## src/rtl/adder_pkg.sv

```systemverilog
// rtl/adder_pkg.sv - shared state encoding and sizing helpers for serial_chunk_adder
package adder_pkg;

  localparam logic [1:0] IDLE = 2'd0;
  localparam logic [1:0] RUN  = 2'd1;
  localparam logic [1:0] DONE = 2'd2;

  function automatic int nchunk(input int width, input int chunk);
    return width / chunk;
  endfunction

  function automatic int clog2(input int n);
    int r;
    r = 0;
    for (int v = n - 1; v > 0; v = v >> 1) r++;
    return r;
  endfunction

endpackage

```

## src/rtl/chunk_cla.sv

```systemverilog
// rtl/chunk_cla.sv - combinational CHUNK-bit carry-lookahead slice
module chunk_cla #(
  parameter int CHUNK = 4
) (
  input  logic [CHUNK-1:0] a,
  input  logic [CHUNK-1:0] b,
  input  logic             ci,
  output logic [CHUNK-1:0] s,
  output logic             co,
  output logic             p,
  output logic             c_msb
);

  logic [CHUNK-1:0] gen;
  logic [CHUNK-1:0] prop;
  logic [CHUNK:0]   carry;

  // Each carry is the flattened lookahead sum of generate terms plus the propagated carry-in
  always_comb begin
    logic c_acc;
    logic p_acc;
    gen      = a & b;
    prop     = a ^ b;
    carry    = '0;
    carry[0] = ci;
    for (int i = 0; i < CHUNK; i++) begin
      c_acc = gen[i];
      p_acc = prop[i];
      for (int j = i - 1; j >= 0; j--) begin
        c_acc = c_acc | (p_acc & gen[j]);
        p_acc = p_acc & prop[j];
      end
      carry[i+1] = c_acc | (p_acc & ci);
    end
    s     = prop ^ carry[CHUNK-1:0];
    co    = carry[CHUNK];
    p     = &prop;
    c_msb = carry[CHUNK-1];
  end

endmodule

```

## src/rtl/serial_chunk_adder.sv

```systemverilog
// rtl/serial_chunk_adder.sv - multi-cycle chunked adder with valid/ready handshakes; optional subtract under ADD_SUB_EN
module serial_chunk_adder
  import adder_pkg::*;
#(
  parameter int WIDTH = 16,
  parameter int CHUNK = 4
) (
  input  logic             clk,
  input  logic             rst,
  input  logic             in_valid,
  output logic             in_ready,
  input  logic [WIDTH-1:0] A,
  input  logic [WIDTH-1:0] B,
  input  logic             Cin,
`ifdef ADD_SUB_EN
  input  logic             Sub,
`endif
  output logic             out_valid,
  input  logic             out_ready,
  output logic [WIDTH-1:0] S,
  output logic             Cout,
  output logic             P,
  output logic             V
);

  localparam int NCH = nchunk(WIDTH, CHUNK);
  localparam int KW  = (NCH > 1) ? clog2(NCH) : 1;
  localparam logic [KW-1:0] K_LAST = KW'(NCH - 1);

  logic [1:0]       state_q, state_d;
  logic [WIDTH-1:0] a_q, a_d, b_q, b_d, s_q, s_d;
  logic [KW-1:0]    k_q, k_d;
  logic             carry_q, carry_d, cout_q, cout_d, p_q, p_d, v_q, v_d;

  logic [WIDTH-1:0] b_eff;
  logic             cin_eff;
  logic [CHUNK-1:0] cla_s;
  logic             cla_co, cla_p, cla_c_msb;

  // Operand conditioning: subtract is A + ~B + 1, carry-in ignored
  always_comb begin
`ifdef ADD_SUB_EN
    b_eff   = Sub ? ~B : B;
    cin_eff = Sub ? 1'b1 : Cin;
`else
    b_eff   = B;
    cin_eff = Cin;
`endif
  end

  // Operands are shifted down so the active chunk always sits in the low bits
  chunk_cla #(.CHUNK(CHUNK)) u_cla (
    .a     (a_q[CHUNK-1:0]),
    .b     (b_q[CHUNK-1:0]),
    .ci    (carry_q),
    .s     (cla_s),
    .co    (cla_co),
    .p     (cla_p),
    .c_msb (cla_c_msb)
  );

  // State register
  always_ff @(posedge clk or posedge rst) begin
    if (rst) state_q <= IDLE;
    else     state_q <= state_d;
  end

  // Next-state: capture, run NCH chunks, hold result until consumed
  always_comb begin
    state_d = state_q;
    case (state_q)
      IDLE:    if (in_valid) state_d = RUN;
      RUN:     if (k_q == K_LAST) state_d = DONE;
      DONE:    if (out_ready) state_d = IDLE;
      default: state_d = IDLE;
    endcase
  end

  // Handshake outputs decoded from state
  always_comb begin
    in_ready  = (state_q == IDLE);
    out_valid = (state_q == DONE);
  end

  // Datapath next values: capture in IDLE, one chunk per RUN cycle, hold otherwise
  always_comb begin
    a_d     = a_q;
    b_d     = b_q;
    s_d     = s_q;
    k_d     = k_q;
    carry_d = carry_q;
    cout_d  = cout_q;
    p_d     = p_q;
    v_d     = v_q;
    case (state_q)
      IDLE: begin
        if (in_valid) begin
          a_d     = A;
          b_d     = b_eff;
          carry_d = cin_eff;
          s_d     = '0;
          k_d     = '0;
          cout_d  = 1'b0;
          p_d     = 1'b1;
          v_d     = 1'b0;
        end
      end
      RUN: begin
        a_d                   = a_q >> CHUNK;
        b_d                   = b_q >> CHUNK;
        s_d[k_q*CHUNK+:CHUNK] = cla_s;
        carry_d               = cla_co;
        p_d                   = p_q & cla_p;
        k_d                   = k_q + 1'b1;
        if (k_q == K_LAST) begin
          k_d    = '0;
          cout_d = cla_co;
          v_d    = cla_c_msb ^ cla_co;
        end
      end
      default: ;
    endcase
  end

  // Datapath registers
  always_ff @(posedge clk or posedge rst) begin
    if (rst) begin
      a_q     <= '0;
      b_q     <= '0;
      s_q     <= '0;
      k_q     <= '0;
      carry_q <= 1'b0;
      cout_q  <= 1'b0;
      p_q     <= 1'b0;
      v_q     <= 1'b0;
    end else begin
      a_q     <= a_d;
      b_q     <= b_d;
      s_q     <= s_d;
      k_q     <= k_d;
      carry_q <= carry_d;
      cout_q  <= cout_d;
      p_q     <= p_d;
      v_q     <= v_d;
    end
  end

  assign S    = s_q;
  assign Cout = cout_q;
  assign P    = p_q;
  assign V    = v_q;

endmodule

```

## config.mk

```make
export PLATFORM = sky130hd
export DESIGN_NAME = serial_chunk_adder
export DESIGN_NICKNAME = d
export VERILOG_FILES = /design/src/rtl/adder_pkg.sv /design/src/rtl/chunk_cla.sv /design/src/rtl/serial_chunk_adder.sv
export SDC_FILE = /design/constraint.sdc
export NUM_CORES = 1
export LEC_CHECK = 0
export CAP_MARGIN = 20
export CELL_PAD_IN_SITES_DETAIL_PLACEMENT = 0
export CELL_PAD_IN_SITES_GLOBAL_PLACEMENT = 2
export CORE_MARGIN = 4
export CORE_UTILIZATION = 32
export CTS_CLUSTER_SIZE = 10
export DETAILED_ROUTE_END_ITERATION = 8
export GPL_TIMING_DRIVEN = 0
export PLACE_DENSITY = 0.9
export RECOVER_POWER = 100
export SLEW_MARGIN = 20
export SYNTH_ARGS = -nofsm -noshare
export SYNTH_HDL_FRONTEND = slang
export SYNTH_SLANG_ARGS = --single-unit
```

## constraint.sdc

```tcl
create_clock -name clk -period 2.1 [get_ports clk]
set_clock_uncertainty 0.2 [all_clocks]
set_input_delay 0.42 -clock clk [delete_from_list [all_inputs] [get_ports clk]]
set_output_delay 0.42 -clock clk [all_outputs]
set_load 0.02 [all_outputs]
```

# == Word level (Yosys, flattened, before mapping) ==
# Cells that the tools add are included.
# Widths: inputs -> output; s select.
# op_classes
bitwise_logic,31
eq_ne,6
n_shift,2
n_reduce_logical,6
n_mux,23
n_addsub,2
# op_table
op,n
$pmux 16 s2,3
$mux 16,3
$neg 4->34,1
$shift 4x34->16 const A,1
$shiftx 4x34->16,1
$and 1x1->1,17
$bwmux 16,1
$mux 2,5
$or 1x1->1,10
$pmux 1 s2,4
$xor 4x4->4,2
$pmux 2 s3,1
$reduce_and 3->1,2
$mux 1,5
$and 4x4->4,1
$eq 2x2->1 const B,2
$ne 2x2->1 const B,2
$pmux 2 s2,1
$reduce_and 4->1,1
$add 2x1->2 const B,1
$eq 2x1->1 const B,1
$logic_not 2->1,1
$ne 2x1->1 const B,1
$reduce_and 2->1,1
2 further kinds,2
# totals
word_cells,79
input_bits,37
regBits,56

# == Longest topological paths before layout ==
# logic_depth
depth_word,9
ltp_mapped,6

# == Hierarchy ==
# A second synthesis with hierarchy kept.
# unflattened
cells_unflattened,266
area_unflattened_um2,2768.9
# by_module_without_submodules
mod,area_per_inst_um2,cells_per_inst,seq_area_each_um2,instances
serial_chunk_adder,2591.2,245,1401.3,1
chunk_cla,177.7,21,0.0,1

# == Least setup slack after synthesis ==
# No wires, ideal clock.
# synth_path
path_type,reg2reg
startpoint,register a_q[0]
endpoint,register s_q[11] (netlist: S[11])
setup_slack_ps,318
arrival_ps,1461
synth_period_minus_slack_ps,1782
stages_incl_launch_ff,6
cell_sequence,dfrtp_1 > ha_1 > a41oi_2 > o21ai_4 > xor2_2 > a22o_1
# synth_between
elab_chain_cells,8
elab_cells_between_ends,18
cone_classes,1 x shift; 2 x mux; 15 x bitwise
# synth_rtl
element,line,text
start: declaration,serial_chunk_adder.sv:31,"logic [WIDTH-1:0] a_q, a_d, b_q, b_d, s_q, s_d;"
start signal: assignment,serial_chunk_adder.sv:128,a_q <= '0;
start signal: assignment,serial_chunk_adder.sv:137,a_q <= a_d;
$and 4x4->4 / $xor 4x4->4 (equally long branches),"chunk_cla.sv:22, chunk_cla.sv:23",
"$and 1x1->1, on equally long branches","chunk_cla.sv:30, chunk_cla.sv:31",
$or 1x1->1 / $and 1x1->1 (equally long branches),"chunk_cla.sv:30, chunk_cla.sv:33",
$or 1x1->1,chunk_cla.sv:33,carry[i+1] = c_acc | (p_acc & ci);
$xor 4x4->4 (*),chunk_cla.sv:35,s = prop ^ carry[CHUNK-1:0];
$shiftx 4x34->16 (*),serial_chunk_adder.sv:111,s_d[k_q*CHUNK+:CHUNK] = cla_s;
$bwmux 16 (*),serial_chunk_adder.sv:111,
$pmux 16 s2 (*),serial_chunk_adder.sv:95,case (state_q)
end signal: assignment,serial_chunk_adder.sv:130,s_q <= '0;
end signal: assignment,serial_chunk_adder.sv:139,s_q <= s_d;
end: declaration,serial_chunk_adder.sv:31,
# Every way passes the cells marked *; elsewhere a longest branch is shown, timed or not.
# A chain may end at the register's enable or synchronous reset.

# == Worst setup path after layout ==
# Ends and elaborated chain as after synthesis.

==> flow_summary.yaml <==
clock_tree:
  worstSkewPairLatency_ns: 0.31
  cts_tree: "built"
  numCtsBuffers: 5
  cts_max_path_buffers: 2
  ctsHoldBuffers: 0
  htree_num_levels: 2
  root_buffer: "clkbuf_8"
  cts.clk_slew.worst_paths_ns: 0.10
  cts.sinks: 56
  postCtsSetupBuffers: 0
drt:
  drt-vias-per-instance: 5.20
  drt_iter0_drc: 100
  vias: 2366
  firstDrtPassIters: 4
  drt_wl_total_um: 7350
  wl_per_cell_um: 16.2
  drc: 0
  wl_met3_um: 327
  met1_length_um: 3440
  wl_met2_um: 3530
  drtAntennaViolNets: 0
  highest_layer: "met4"
sta:
  hold_viol: 0
  period_share: 0.956
  worst_pin_slew_ns: 1.17
  report.final.slew_viol_count: 0
  timing.final.setup_violations: 0
  slew_headroom: 0.218
  fin_ws_ns: 0.0930
  fin_crit_ns: 2.01
  fmax_ghz: 0.498
  grt_setup_unrepaired: "false"
floorplanning:
  initial_core_util: 0.332
  io_pins: 58
  fp-row-count: 34
  core-area_um2: 8810
  die_h_um: 104
  die_area_um2: 10700
  chipWidth_um: 104
yosys:
  synth_area_um2: 2920
  yosysTopAreaCell: "dfrtp_1"
  synth_area_leaders: "dfrtp_1, a22oi_1, a22o_1"
  synthesis.nets: 330
  ys.warnings.count: 0
  synth-seq-area-share: 0.480
  synth_cell_type_count: 37
  ys_ff_latch: 56
  syn_area_per_cell_um2: 10.3
  synth_top_area_share: 0.480
  syn_inst: 283
worst_hold_path:
  hp-class: "reg2reg"
power_and_ir_drop:
  peakVddDrop_uv: 422
  cellLeakagePower_uw: 0.00167
  p_per_area_nw_per_um2: 1310
  power.total_uw: 4870
final_layout:
  nets: 394
  fill_cells: 873
  area_delta_synth_final_pct: 27.4
  fin_util: 0.423
  num_antenna_cells: 0
  seq_area_um2: 1400
  multiInputGateArea_um2: 1360
  layout-drive-gt1-share: 0.0836
  design_area_um2: 3720
  finalNonFillerCells: 455
global_routing:
  grt_use_total: 0.137
  grt_max_degree: 57
  antenna_found_initial: 0
  grt_pass1_vias: 2324
  grt_pass1_wl_um: 12100
  grt_overflow: 0
critical_path:
  critPathLaunchType: "register"
  cp_max_fo: 5
  end_kind: "register"
  crit_arrival_ns: 2.01
  required_ns: 2.10
  critPathKind: "reg2reg"
place:
  hpwlAfterDp_um: 5310
  place.port_buffers: 57
  dp_slack_ns: -0.157
  dp.cells: 448
  gp_routability_congestion: 0.765
  placed_cell_area_um2: 3630
outcome:
  outcome: "finished, final reports clean"
flow_run:
  drv_cap: 0
## layout make-up
cell class                 count  area share
buffer                        18      0.0296
multi-input combinational    203       0.366
clock buffer                   5      0.0185
timing repair buffer          57       0.151
sequential                    56       0.377
tap                          108      0.0363
inverter                       6     0.00605
clock inverter                 2      0.0161
## path summary, 6_finish.rpt
check	cells past startpoint	slack, ns	start	endpoint
worst max-delay path	5	0.09	a_q[0]	S[11]
worst min register to register	2	0.29	V	V
worst max register to register	5	0.09	a_q[0]	S[11]
worst min-delay path	2	0.29	V	V
min in group asynchronous	2	0.66	rst	S[14]
max in group asynchronous	2	0.30	rst	b_q[1]
## worst max-delay path, cell delays in order, from the launching register on
cell and delay (ns):
dfrtp_1 0.48, ha_1 0.37, a41oi_1 0.32, o21ai_4 0.12
xor2_2 0.19, a22o_1 0.22
## what timing repair did
action | CTS | global route
endpoints found under the setup margin | 2 | 1
gates cloned | 0 | 0
resized for setup | 8 | 1
pin swaps | 0 | 0
## routing by layer
metal	up-vias	GRT usage
li1	1151	-
met1	1148	0.189
met2	60	0.220
met3	7	0.0323
met4	0	0.0285
met5	-	0
## stage by stage
stage	setup TNS [ns]	hold slack [ns]
detailed placement	-1.03	0.275
global route	0	0.319
global placement	-54.16	0.272
floorplan	0	0.251
CTS	0	0.298
finish	0	0.290
## flip-flops by register name, summed over array words and instances, names as in the netlist
register  cells
a_q          16
P             1
Cout          1
V             1
S            16
k_q           2
state_q       2
b_q          16
carry_q       1
## where the power goes
part           internal, µW  switching [µW]  total [µW]
sequential             1450             309        1760
combinational           973            1330        2300
clock                   470             343         813
total                  2890            1980        4870
## cell usage in the layout, fill, tap and decap left out, drive strengths merged
cell type and instances:
bufinv 2, a41oi 1, inv 6, dlygate4sd3 20
xnor2 1, a21o 5, fa 1, o21ai 37
clkdlybuf4s50 35, nor3b 1, o21a 1, xor2 2
a22oi 25, buf 10, o21bai 1, mux2i 1
a22o 20, ha 9, dfrtp 56, and2b 5
a41o 1, and3b 1, nand2 18, and2 1
nand2b 5, clkbuf 15, nor3 3, nand3b 1
nor2 4, a21oi 33, nor2b 26
## synth_stat cells (all sizes together)
library cell  number
xnor2              1
a41oi              1
clkbuf             6
nand2b             5
and2               1
a21oi             33
a22o              20
o21bai             1
nand3b             1
xor2               2
nor3               3
nor2               4
nor2b             26
fa                 1
inv                6
a22oi             25
ha                 9
nor3b              1
and3b              1
a41o               1
mux2i              1
dfrtp             56
nand2             18
o21ai             37
and2b              5
a21o               5
o21a               1
buf               12
## cells by family (layout without fill, tap and decap cells)
group,after synthesis,after routing,synth area share
adders and majority gates,10,10,0.0454
DFF,56,56,0.480
and+or+nand+nor,65,65,0.136
muxes,1,1,0.00343
buffers and inverters,24,88,0.0475
AOI/OAI and AO/OA,124,124,0.276
xor gates and xnor gates,3,3,0.0116
(Power assumes the default switching activity.)
